<file path="config.mk">
export PLATFORM = sky130hd
export DESIGN_NAME = dmem_access_ctrl
export DESIGN_NICKNAME = d
export VERILOG_FILES = /design/src/rtl/rv32_mem_pkg.sv /design/src/rtl/dmem_lane_align.sv /design/src/rtl/dmem_access_ctrl.sv
export SDC_FILE = /design/constraint.sdc
export NUM_CORES = 1
export LEC_CHECK = 0
export BUFFER_PORTS_ARGS = -buffer_cell sky130_fd_sc_hd__buf_2
export CAP_MARGIN = 20
export CORE_ASPECT_RATIO = 0.9
export CORE_UTILIZATION = 30
export DETAILED_ROUTE_END_ITERATION = 6
export PLACE_DENSITY = 0.64
export REMOVE_ABC_BUFFERS = 1
export SLEW_MARGIN = 10
export SYNTH_ARGS = -nofsm -noshare
export SYNTH_HDL_FRONTEND = slang
export SYNTH_SLANG_ARGS = --single-unit
export TNS_END_PERCENT = 100
</file>
<file path="constraint.sdc">
create_clock -name CLK -period 3.3 [get_ports CLK]
set_input_delay 0 -clock CLK [delete_from_list [all_inputs] [get_ports CLK]]
set_output_delay 0 -clock CLK [all_outputs]
set_load 0.02 [all_outputs]
</file>
<file path="src/rtl/rv32_mem_pkg.sv">
// rtl/rv32_mem_pkg.sv - shared FUNC3 encodings and MEM-stage FSM state type
package rv32_mem_pkg;

    // Load FUNC3 encodings
    localparam logic [2:0] F3_LB  = 3'b000;
    localparam logic [2:0] F3_LH  = 3'b001;
    localparam logic [2:0] F3_LW  = 3'b010;
    localparam logic [2:0] F3_LBU = 3'b100;
    localparam logic [2:0] F3_LHU = 3'b101;

    // Store FUNC3 encodings
    localparam logic [2:0] F3_SB  = 3'b000;
    localparam logic [2:0] F3_SH  = 3'b001;
    localparam logic [2:0] F3_SW  = 3'b010;

    typedef enum logic [1:0] {
        IDLE   = 2'd0,
        ACCESS = 2'd1,
        DONE   = 2'd2
    } mem_state_e;

endpackage

</file>
<file path="src/rtl/dmem_lane_align.sv">
// rtl/dmem_lane_align.sv - byte-lane formatting and legality check for data memory accesses
//
// Purely combinational helper for dmem_access_ctrl.
// Ports:
//   mem_read_i, mem_write_i : access type of the instruction in MEM
//   func3_i, lane_i         : size/sign and ADDR[1:0] of the instruction in MEM
//   wdata_i                 : raw store data (rs2)
//   ld_func3_i, ld_lane_i   : size/sign and lane of the access being completed
//   rdata_i                 : raw word returned by the memory
//   legal_o                 : access requested and legal
//   fault_o                 : access requested but illegal
//   st_wdata_o, st_be_o     : lane-replicated store data and byte enables
//   ld_data_o               : extracted and extended load result
module dmem_lane_align
    import rv32_mem_pkg::*;
(
    input  logic        mem_read_i,
    input  logic        mem_write_i,
    input  logic [2:0]  func3_i,
    input  logic [1:0]  lane_i,
    input  logic [31:0] wdata_i,
    input  logic [2:0]  ld_func3_i,
    input  logic [1:0]  ld_lane_i,
    input  logic [31:0] rdata_i,
    output logic        legal_o,
    output logic        fault_o,
    output logic [31:0] st_wdata_o,
    output logic [3:0]  st_be_o,
    output logic [31:0] ld_data_o
);

    logic       active;
    logic       size_ok;
    logic       align_ok;
    logic [7:0]  ld_byte;
    logic [15:0] ld_half;

    assign active = mem_read_i | mem_write_i;

    always_comb begin
        size_ok = 1'b0;
        if (mem_read_i) begin
            case (func3_i)
                F3_LB, F3_LH, F3_LW, F3_LBU, F3_LHU: size_ok = 1'b1;
                default:                             size_ok = 1'b0;
            endcase
        end else if (mem_write_i) begin
            case (func3_i)
                F3_SB, F3_SH, F3_SW: size_ok = 1'b1;
                default:             size_ok = 1'b0;
            endcase
        end
    end

    // FUNC3[1:0] encodes the access size for both loads and stores.
    always_comb begin
        case (func3_i[1:0])
            2'b00:   align_ok = 1'b1;
            2'b01:   align_ok = ~lane_i[0];
            2'b10:   align_ok = (lane_i == 2'b00);
            default: align_ok = 1'b0;
        endcase
    end

    assign legal_o = active & ~(mem_read_i & mem_write_i) & size_ok & align_ok;
    assign fault_o = active & ~legal_o;

    always_comb begin
        st_wdata_o = wdata_i;
        st_be_o    = 4'b1111;
        if (!mem_read_i) begin
            case (func3_i[1:0])
                2'b00: begin
                    st_wdata_o = {4{wdata_i[7:0]}};
                    st_be_o    = 4'b0001 << lane_i;
                end
                2'b01: begin
                    st_wdata_o = {2{wdata_i[15:0]}};
                    st_be_o    = 4'b0011 << lane_i;
                end
                default: begin
                    st_wdata_o = wdata_i;
                    st_be_o    = 4'b1111;
                end
            endcase
        end
    end

    always_comb begin
        case (ld_lane_i)
            2'd0:    ld_byte = rdata_i[7:0];
            2'd1:    ld_byte = rdata_i[15:8];
            2'd2:    ld_byte = rdata_i[23:16];
            default: ld_byte = rdata_i[31:24];
        endcase
        ld_half = ld_lane_i[1] ? rdata_i[31:16] : rdata_i[15:0];
    end

    always_comb begin
        case (ld_func3_i)
            F3_LB:   ld_data_o = {{24{ld_byte[7]}}, ld_byte};
            F3_LBU:  ld_data_o = {24'd0, ld_byte};
            F3_LH:   ld_data_o = {{16{ld_half[15]}}, ld_half};
            F3_LHU:  ld_data_o = {16'd0, ld_half};
            default: ld_data_o = rdata_i;
        endcase
    end

endmodule

</file>
<file path="src/rtl/dmem_access_ctrl.sv">
// rtl/dmem_access_ctrl.sv - MEM-stage data memory access sequencer with pipeline stall
//
// Ports:
//   CLK, RST            : clock, synchronous active-high reset
//   MEM_READ, MEM_WRITE : load / store in MEM stage
//   FUNC3, ADDR, WDATA  : access size/sign, byte address, store data
//   STALL               : freeze PC and IF/ID, ID/EX, EX/MEM registers
//   RDATA               : registered, formatted load result for MEM/WB
//   FAULT               : one-cycle pulse on illegal or timed-out access
//   DM_REQ, DM_WE, DM_ADDR, DM_WDATA, DM_BE : memory request side
//   DM_RDATA, DM_ACK    : memory response side
module dmem_access_ctrl
    import rv32_mem_pkg::*;
#(
    parameter int unsigned TIMEOUT = 255
) (
    input  logic        CLK,
    input  logic        RST,
    input  logic        MEM_READ,
    input  logic        MEM_WRITE,
    input  logic [2:0]  FUNC3,
    input  logic [31:0] ADDR,
    input  logic [31:0] WDATA,
    output logic        STALL,
    output logic [31:0] RDATA,
    output logic        FAULT,
    output logic        DM_REQ,
    output logic        DM_WE,
    output logic [31:0] DM_ADDR,
    output logic [31:0] DM_WDATA,
    output logic [3:0]  DM_BE,
    input  logic [31:0] DM_RDATA,
    input  logic        DM_ACK
);

    mem_state_e  state_q, state_d;
    logic [31:0] cnt_q, cnt_d;
    logic        dm_req_q, dm_req_d;
    logic        dm_we_q, dm_we_d;
    logic [31:0] dm_addr_q, dm_addr_d;
    logic [31:0] dm_wdata_q, dm_wdata_d;
    logic [3:0]  dm_be_q, dm_be_d;
    logic [31:0] rdata_q, rdata_d;
    logic        fault_q, fault_d;
    logic [2:0]  func3_q, func3_d;
    logic [1:0]  lane_q, lane_d;
    logic        is_load_q, is_load_d;

    logic        acc_legal;
    logic        acc_fault;
    logic [31:0] st_wdata;
    logic [3:0]  st_be;
    logic [31:0] ld_data;
    logic        tmo_hit;
    logic        stall_c;
    logic        idle_fault_c;

    // Store formatting and legality use the live EX/MEM inputs; load extraction
    // uses the size/lane latched at request time so it cannot drift mid-access.
    dmem_lane_align u_lane_align (
        .mem_read_i  (MEM_READ),
        .mem_write_i (MEM_WRITE),
        .func3_i     (FUNC3),
        .lane_i      (ADDR[1:0]),
        .wdata_i     (WDATA),
        .ld_func3_i  (func3_q),
        .ld_lane_i   (lane_q),
        .rdata_i     (DM_RDATA),
        .legal_o     (acc_legal),
        .fault_o     (acc_fault),
        .st_wdata_o  (st_wdata),
        .st_be_o     (st_be),
        .ld_data_o   (ld_data)
    );

    // cnt_q holds the number of ACCESS cycles already spent without ack, so
    // the current cycle is the TIMEOUT-th one when cnt_q == TIMEOUT-1.
    assign tmo_hit = (TIMEOUT != 0) && (cnt_q == (TIMEOUT - 1));

    always_ff @(posedge CLK) begin
        if (RST) begin
            state_q    <= IDLE;
            cnt_q      <= '0;
            dm_req_q   <= 1'b0;
            dm_we_q    <= 1'b0;
            dm_addr_q  <= '0;
            dm_wdata_q <= '0;
            dm_be_q    <= '0;
            rdata_q    <= '0;
            fault_q    <= 1'b0;
            func3_q    <= '0;
            lane_q     <= '0;
            is_load_q  <= 1'b0;
        end else begin
            state_q    <= state_d;
            cnt_q      <= cnt_d;
            dm_req_q   <= dm_req_d;
            dm_we_q    <= dm_we_d;
            dm_addr_q  <= dm_addr_d;
            dm_wdata_q <= dm_wdata_d;
            dm_be_q    <= dm_be_d;
            rdata_q    <= rdata_d;
            fault_q    <= fault_d;
            func3_q    <= func3_d;
            lane_q     <= lane_d;
            is_load_q  <= is_load_d;
        end
    end

    always_comb begin
        state_d      = state_q;
        cnt_d        = cnt_q;
        dm_req_d     = dm_req_q;
        dm_we_d      = dm_we_q;
        dm_addr_d    = dm_addr_q;
        dm_wdata_d   = dm_wdata_q;
        dm_be_d      = dm_be_q;
        rdata_d      = rdata_q;
        fault_d      = 1'b0;
        func3_d      = func3_q;
        lane_d       = lane_q;
        is_load_d    = is_load_q;
        stall_c      = 1'b0;
        idle_fault_c = 1'b0;

        case (state_q)
            IDLE: begin
                idle_fault_c = acc_fault;
                if (acc_legal) begin
                    stall_c    = 1'b1;
                    state_d    = ACCESS;
                    cnt_d      = '0;
                    dm_req_d   = 1'b1;
                    dm_we_d    = MEM_WRITE;
                    dm_addr_d  = {ADDR[31:2], 2'b00};
                    dm_wdata_d = st_wdata;
                    dm_be_d    = st_be;
                    func3_d    = FUNC3;
                    lane_d     = ADDR[1:0];
                    is_load_d  = MEM_READ;
                end
            end
            ACCESS: begin
                stall_c = 1'b1;
                // An ack arriving in the final allowed cycle still completes
                // the access rather than faulting.
                if (DM_ACK) begin
                    state_d  = DONE;
                    dm_req_d = 1'b0;
                    if (is_load_q) begin
                        rdata_d = ld_data;
                    end
                end else if (tmo_hit) begin
                    state_d  = DONE;
                    dm_req_d = 1'b0;
                    fault_d  = 1'b1;
                end else begin
                    cnt_d = cnt_q + 32'd1;
                end
            end
            DONE: begin
                // Inputs still show the finished instruction here; going
                // straight to IDLE after this cycle avoids re-issuing it.
                state_d = IDLE;
            end
            default: begin
                state_d  = IDLE;
                dm_req_d = 1'b0;
            end
        endcase
    end

    assign STALL    = stall_c;
    assign RDATA    = rdata_q;
    // Illegal accesses fault in their IDLE cycle; timeouts fault in DONE,
    // alongside the instruction as it leaves the MEM stage.
    assign FAULT    = idle_fault_c | fault_q;
    assign DM_REQ   = dm_req_q;
    assign DM_WE    = dm_we_q;
    assign DM_ADDR  = dm_addr_q;
    assign DM_WDATA = dm_wdata_q;
    assign DM_BE    = dm_be_q;

endmodule

</file>
==> flow_metrics.env, run 1 <==
export IMPL_cts_tree="done"
export IMPL_die_area_um2=22140
export IMPL_max_slew_margin=0.4259
export IMPL_initialDrtViolationCount=642
export IMPL_synthTopCellsByArea="dfxtp_1 (44%), nand2_1 (10%), a21oi_1 (7.0%)"
export IMPL_cpMaxStageDelayCell="dlygate4sd3_1"
export IMPL_detail_route_wl_per_cell_um=15.55
export IMPL_synth_enable_flop_cells=0
export IMPL_io_pins=208
export IMPL_final_nets=1186
export IMPL_vias=7033
export IMPL_firstDrtPassIters=5
export IMPL_dp_hpwl_um=13810
export IMPL_vias_per_cell=5.107
export IMPL_portBuffers=205
export IMPL_area_growth_pct=43.58
export IMPL_grt_pass1_vias=6591
export IMPL_gr_total_overflow=0
export IMPL_synthTopCellsByCount="nand2_1 (175), dfxtp_1 (141), a21oi_1 (91)"
export IMPL_numCtsBuffers=17
export IMPL_synth_seq_cells=141
export IMPL_skew_ns=0.01445
export IMPL_grt_usage=0.1901
export IMPL_die_y_um=141.3
export IMPL_drv_cap=0
export IMPL_cts_htree_levels=4
export IMPL_drive_gt1_frac=0.2466
export IMPL_min_period_ns=2.819
export IMPL_crit_buf_inv=4
export IMPL_max_freq_mhz=354.8
export IMPL_synthCells=805
export IMPL_drc=0
export IMPL_peakVddDrop_mv=0.2981
export IMPL_critPathCaptureType="flip-flop"
export IMPL_rsz0062_at_grt="no"
export IMPL_max_stage_delay_ns=0.53
export IMPL_fillers=2030
export IMPL_core_area_um2=20960
export IMPL_seq_area_frac_synth=0.4366
export IMPL_syn_cell_area_um2=6465
export IMPL_cpLargestDelayFamily="simple AND/OR/NAND/NOR gates"
export IMPL_startpoint="MEM_WRITE"
export IMPL_setup_ws_ns=0.4814
export IMPL_setup_worst_path_start_class="input port"
export IMPL_initial_utilization=0.3085
export IMPL_worst_setup_path_type="input port to flip-flop"
export IMPL_worstPathArrival_ns=3.12
export IMPL_n_antenna_cell=0
export IMPL_hp_start="DM_RDATA[12]"
export IMPL_worstPathCellList="dlygate4sd3_1, buf_2, inv_1, ha_1, nor3b_1, o2111a_4, nor2_1, buf_4, nor4b_1, mux2_4"
export IMPL_wl_um=21410
export IMPL_synth_main_ff_cell="dfxtp_1"
export IMPL_grt_pass1_wl_um=33220
export IMPL_gp_congestion=0.8721
export IMPL_antenna_found_initial=0
export IMPL_num_rows=50
export IMPL_cts_root_buf="clkbuf_16"
export IMPL_clkTransAtPathRegs_ns=0.06
export IMPL_cp_required_ns=3.60
export IMPL_status="finished clean"
export IMPL_die_w_um=156.7
export IMPL_final_hold_viol_count=0
export IMPL_cts_sinks=141
export IMPL_synth_top_area_cell="dfxtp_1"
export IMPL_place_ws_ns=0.5725
export IMPL_synth_avg_cell_area_um2=8.031
export IMPL_yosysMostFrequentCell="nand2_1"
export IMPL_leakage_uw=0.003627
export IMPL_ant_nets=0
export IMPL_crit_fanout=24
export IMPL_path_depth=10
export IMPL_synth_cell_type_count=58
export IMPL_min_path_cells=3
export IMPL_reg2reg_from="state_q[1]"
export IMPL_r2r_cells=6
export IMPL_drv_slew=0
export IMPL_r2r_setup_slack_ns=0.69
export IMPL_yosysWarnings=0
export IMPL_utilization=0.4429
export IMPL_powerDensity_nw_per_um2=463.3
export IMPL_async_reset_ff_frac=0
export IMPL_synth_top_area_frac=0.4366
export IMPL_grt_start_max_net_pins=75
export IMPL_fin_setup_tns_ns=0
export IMPL_hp_class="input port to flip-flop"
export IMPL_worst_slew_pin_slew_ns=0.8611
export IMPL_clk_latency_ns=0.42
export IMPL_setup_viol=0
export IMPL_cts_max_path_buffers=2
export IMPL_period_share=0.8541
-- final timing paths --
path                        to
hold / removal       RDATA[12]
setup reg to reg     cnt_q[21]
hold reg to reg   DM_WDATA[24]
setup / recovery     cnt_q[21]
-- cell families after synthesis --
group,Yosys count,synth area share
AND/OR/NAND/NOR,337,0.2392
AO/OA/AOI/OAI,224,0.2243
flip-flops,141,0.4366
buffers and inverters,74,0.04916
multiplexers,17,0.03348
XOR/XNOR,8,0.01084
adder cells (fa/ha/maj),3,0.005807
other,1,0.0005801
-- layout make-up --
class	instances	area, um2	area share
Multi-Input combinational cell	591	3357	0.3616
Sequential cell	141	2823	0.3041
Timing Repair Buffer	316	2097	0.2259
Clock buffer	18	439.2	0.04731
Tap cell	286	357.8	0.03855
Clock inverter	13	163.9	0.01766
Inverter	12	45.04	0.004852
-- metal layers --
layer | part of all wire | vias to the layer above | track usage
met1 | 0.43 | 3300 | 0.2263
met5 | 0 | - | 0
met3 | 0.058 | 40 | 0.04582
met2 | 0.49 | 250 | 0.3261
met4 | 0.023 | 0 | 0.07895
li1 | - | 3443 | -
-- worst register-to-register path, delay by kind of cell (launching register included) --
family,cells,cell delay [ns]
flops,1,0.37
compound gates,1,0.50
mux,1,0.33
simple gates,3,1.07
buf+inv,1,0.22
-- stage by stage --
stage | instance area [um2] | instances | hold slack [ns] | total power (uW)
final | 9283 | 1377 | 0.02617 | 4301
after global placement | 7739 | 1252 | 0.2420 | 2261
after global routing | 9283 | 1377 | 0.02241 | 4478
after detailed placement | 7739 | 1252 | 0.2487 | 2266
after CTS | 9283 | 1377 | 0.006171 | 4349
after floorplan | 6196 | 744 | 0.06907 | 2039
-- cell usage in the layout (no fill, tap or decap), types with 3 or more instances in the layout --
master / instances
nand2_1: 175
inv_1: 12
clkinv_2: 3
nand2b_1: 3
a22oi_1: 8
and2_1: 4
a311oi_1: 12
o211ai_1: 24
nor4_1: 5
nand4_1: 13
a31oi_1: 6
buf_2: 204
nor4b_1: 3
clkbuf_16: 17
o31ai_1: 13
ha_1: 3
buf_4: 18
nor2b_1: 5
dfxtp_1: 141
dlygate4sd3_1: 94
mux4_2: 3
o21ai_0: 17
or4_1: 15
xor2_1: 6
a21oi_1: 91
nor3_1: 18
or3_1: 6
mux2i_1: 10
a211oi_1: 25
nor2_1: 63
a22o_1: 7
bufinv_16: 3
nand3_1: 12
o221ai_1: 7
o2111ai_1: 3
inv_6: 4
-- report_power, final --
group | internal, uW | leakage, uW | switching [uW] | total (uW)
clock network | 1210 | 0.000293 | 768 | 1980
logic | 232 | 0.00219 | 309 | 541
registers | 1750 | 0.00114 | 31.5 | 1780
total | 3190 | 0.00363 | 1110 | 4300
-- state kept, by name, indices dropped and copies added (netlist names) --
register	cells
state_q	2
is_load_q	1
DM_REQ	1
DM_BE	4
lane_q	2
fault_q	1
DM_ADDR	30
func3_q	3
DM_WDATA	32
cnt_q	32
DM_WE	1
RDATA	32
-- repair_timing --
item                       in CTS  in global routing
gates resized for setup         0                  0
buffers inserted                0                  0
setup endpoints to repair       0                  0
hold endpoints to repair       96                  0
hold buffers                   94                  0
Power figures use the tool's default switching activity.
==> run 2, diff against run 1 <==
--- a/config.mk
+++ b/config.mk
@@ -10,7 +10,7 @@
 export CORE_ASPECT_RATIO = 0.9
 export CORE_UTILIZATION = 30
 export DETAILED_ROUTE_END_ITERATION = 6
-export PLACE_DENSITY = 0.64
+export PLACE_DENSITY = 0.53
 export REMOVE_ABC_BUFFERS = 1
 export SLEW_MARGIN = 10
 export SYNTH_ARGS = -nofsm -noshare
==> constraint.sdc (replaced) <==
create_clock -name CLK -period 3.7 [get_ports CLK]
set_input_delay 0 -clock CLK [delete_from_list [all_inputs] [get_ports CLK]]
set_output_delay 0 -clock CLK [all_outputs]
set_load 0.02 [all_outputs]
==> flow_metrics.env, run 2 (same netlist as run 1, synthesis figures left out) <==
export IMPL_cts_sinks=141
export IMPL_place_ws_ns=0.9227
export IMPL_powerDensity_nw_per_um2=418.6
export IMPL_io_pins=208
export IMPL_cts_htree_levels=4
export IMPL_setup_worst_path_start_class="input port"
export IMPL_crit_fanout=22
export IMPL_swShare=0.2629
export IMPL_skew_ns=0.01235
export IMPL_total_power_uw=3880
export IMPL_die_area_um2=22140
export IMPL_detail_route_wl_per_cell_um=15.63
export IMPL_area_growth_pct=43.39
export IMPL_worst_slew_pin_slew_ns=1.121
export IMPL_firstDrtPassIters=4
export IMPL_hp_start="DM_RDATA[12]"
export IMPL_final_hold_viol_count=0
export IMPL_worstPathArrival_ns=3.04
export IMPL_startpoint="MEM_WRITE"
export IMPL_vias_per_cell=5.012
export IMPL_utilization=0.4423
export IMPL_max_slew_margin=0.2456
export IMPL_stdcell_area_um2=9270
export IMPL_highest_layer="met4"
export IMPL_drv_cap=0
export IMPL_dp_hpwl_um=14300
export IMPL_drive_gt1_frac=0.2429
export IMPL_critPathCaptureType="flip-flop"
export IMPL_wl_met1_um=10000
export IMPL_drv_slew=0
export IMPL_antenna_found_initial=0
export IMPL_rsz0062_at_grt="no"
export IMPL_die_y_um=141.3
export IMPL_status="finished clean"
export IMPL_max_freq_mhz=366.9
export IMPL_period_share=0.7366
export IMPL_wl_met2_um=9847
export IMPL_clk_latency_ns=0.43
export IMPL_peakVddDrop_mv=0.2567
export IMPL_grt_usage=0.1920
export IMPL_vias=6886
export IMPL_setup_ws_ns=0.9747
export IMPL_hp_class="input port to flip-flop"
export IMPL_p_int_uw=2860
export IMPL_cts_root_buf="clkbuf_16"
export IMPL_initialDrtViolationCount=396
export IMPL_comb_power_share=0.123
export IMPL_gr_total_overflow=0
export IMPL_cp_required_ns=4.01
export IMPL_portBuffers=205
export IMPL_numCtsBuffers=17
export IMPL_cts_max_path_buffers=2
export IMPL_core_area_um2=20960
export IMPL_min_period_ns=2.725
export IMPL_post_cts_buffers=0
export IMPL_gp_congestion=0.8115
export IMPL_wl_met3_um=1231
export IMPL_initial_utilization=0.3085
export IMPL_seqPwrFrac=0.409
export IMPL_leakage_uw=0.003607
export IMPL_setup_viol=0
export IMPL_num_rows=50
export IMPL_final_nets=1181
export IMPL_grt_start_max_net_pins=77
export IMPL_final_common_cell="buf_2"
export IMPL_drc=0
export IMPL_place_area_um2=7694
export IMPL_wl_um=21480
export IMPL_reg2reg_from="cnt_q[2]"
export IMPL_die_w_um=156.7
export IMPL_layout_common_cells="buf_2 (204), nand2_1 (175), dfxtp_1 (141)"
export IMPL_ant_nets=0
export IMPL_worst_setup_path_type="input port to flip-flop"
export IMPL_cts_tree="done"
export IMPL_clkTransAtPathRegs_ns=0.06
export IMPL_fillers=2126
export IMPL_p_clk_frac=0.468
export IMPL_p_sw_uw=1020
export IMPL_grt_pass1_wl_um=33540
export IMPL_grt_pass1_vias=6478
run 2: cell types whose count changed in the layout (fill, tap and decap cells not counted), sizes merged:
cell | before | now
clkbuf | 18 | 19
dlygate4sd3 | 94 | 95
inv | 16 | 18
diode | 0 | 1
clkinv | 4 | 2
buf | 222 | 216
run 2: path summary, 6_finish.rpt:
check	slack, ns	cells past startpoint	end
hold reg to reg	0.45	2	DM_WDATA[14]
setup reg to reg	1.11	5	cnt_q[23]
setup / recovery	0.97	9	cnt_q[7]
hold / removal	0.02	3	RDATA[12]
run 2: area by class of cell:
type	count	area [um2]	area share
Antenna cell	1	2.502	0.0002699
Tap cell	286	357.8	0.03860
Clock inverter	13	177.7	0.01917
Sequential cell	141	2823	0.3045
Clock buffer	19	442.9	0.04778
Multi-Input combinational cell	591	3359	0.3624
Inverter	12	45.04	0.004859
Timing Repair Buffer	311	2062	0.2224
run 2: critical path, stage by stage:
cell and delay, ns:
dlygate4sd3_1 0.53, buf_2 0.11, inv_1 0.04, ha_1 0.29
nor3b_1 0.43, o2111a_4 0.50, nor2_2 0.23, or4b_1 0.57
mux2_1 0.31
run 2: through the flow:
step | instances | hold WS [ns] | TNS (ns)
detailed placement | 1246 | 0.2460 | 0
finish | 1374 | 0.02440 | 0
floorplan | 744 | 0.06907 | -12.92
CTS | 1373 | 0.005566 | 0
global route | 1373 | 0.03209 | 0
global placement | 1246 | 0.2420 | 0
run 2: repair_timing:
item / in CTS / in global routing
gates resized for setup: 0 / 0
endpoints found under the hold margin: 98 / 0
hold buffers: 95 / 0
run 2: power by group through the flow:
stage	clock network, uW	logic (uW)	registers, uW
2_1_floorplan	0	156	1660
3_3_place_gp	0	400	1620
3_5_place_dp	0	397	1620
4_1_cts	1860	478	1590
5_1_grt	1920	523	1590
6_report	1810	478	1590
run 2: per-layer routing:
metal  up-vias  global-route usage
met5         -                   0
met4         0             0.06605
met3        27             0.04979
met2       200              0.3113
met1      3217              0.2459
li1       3442                   -
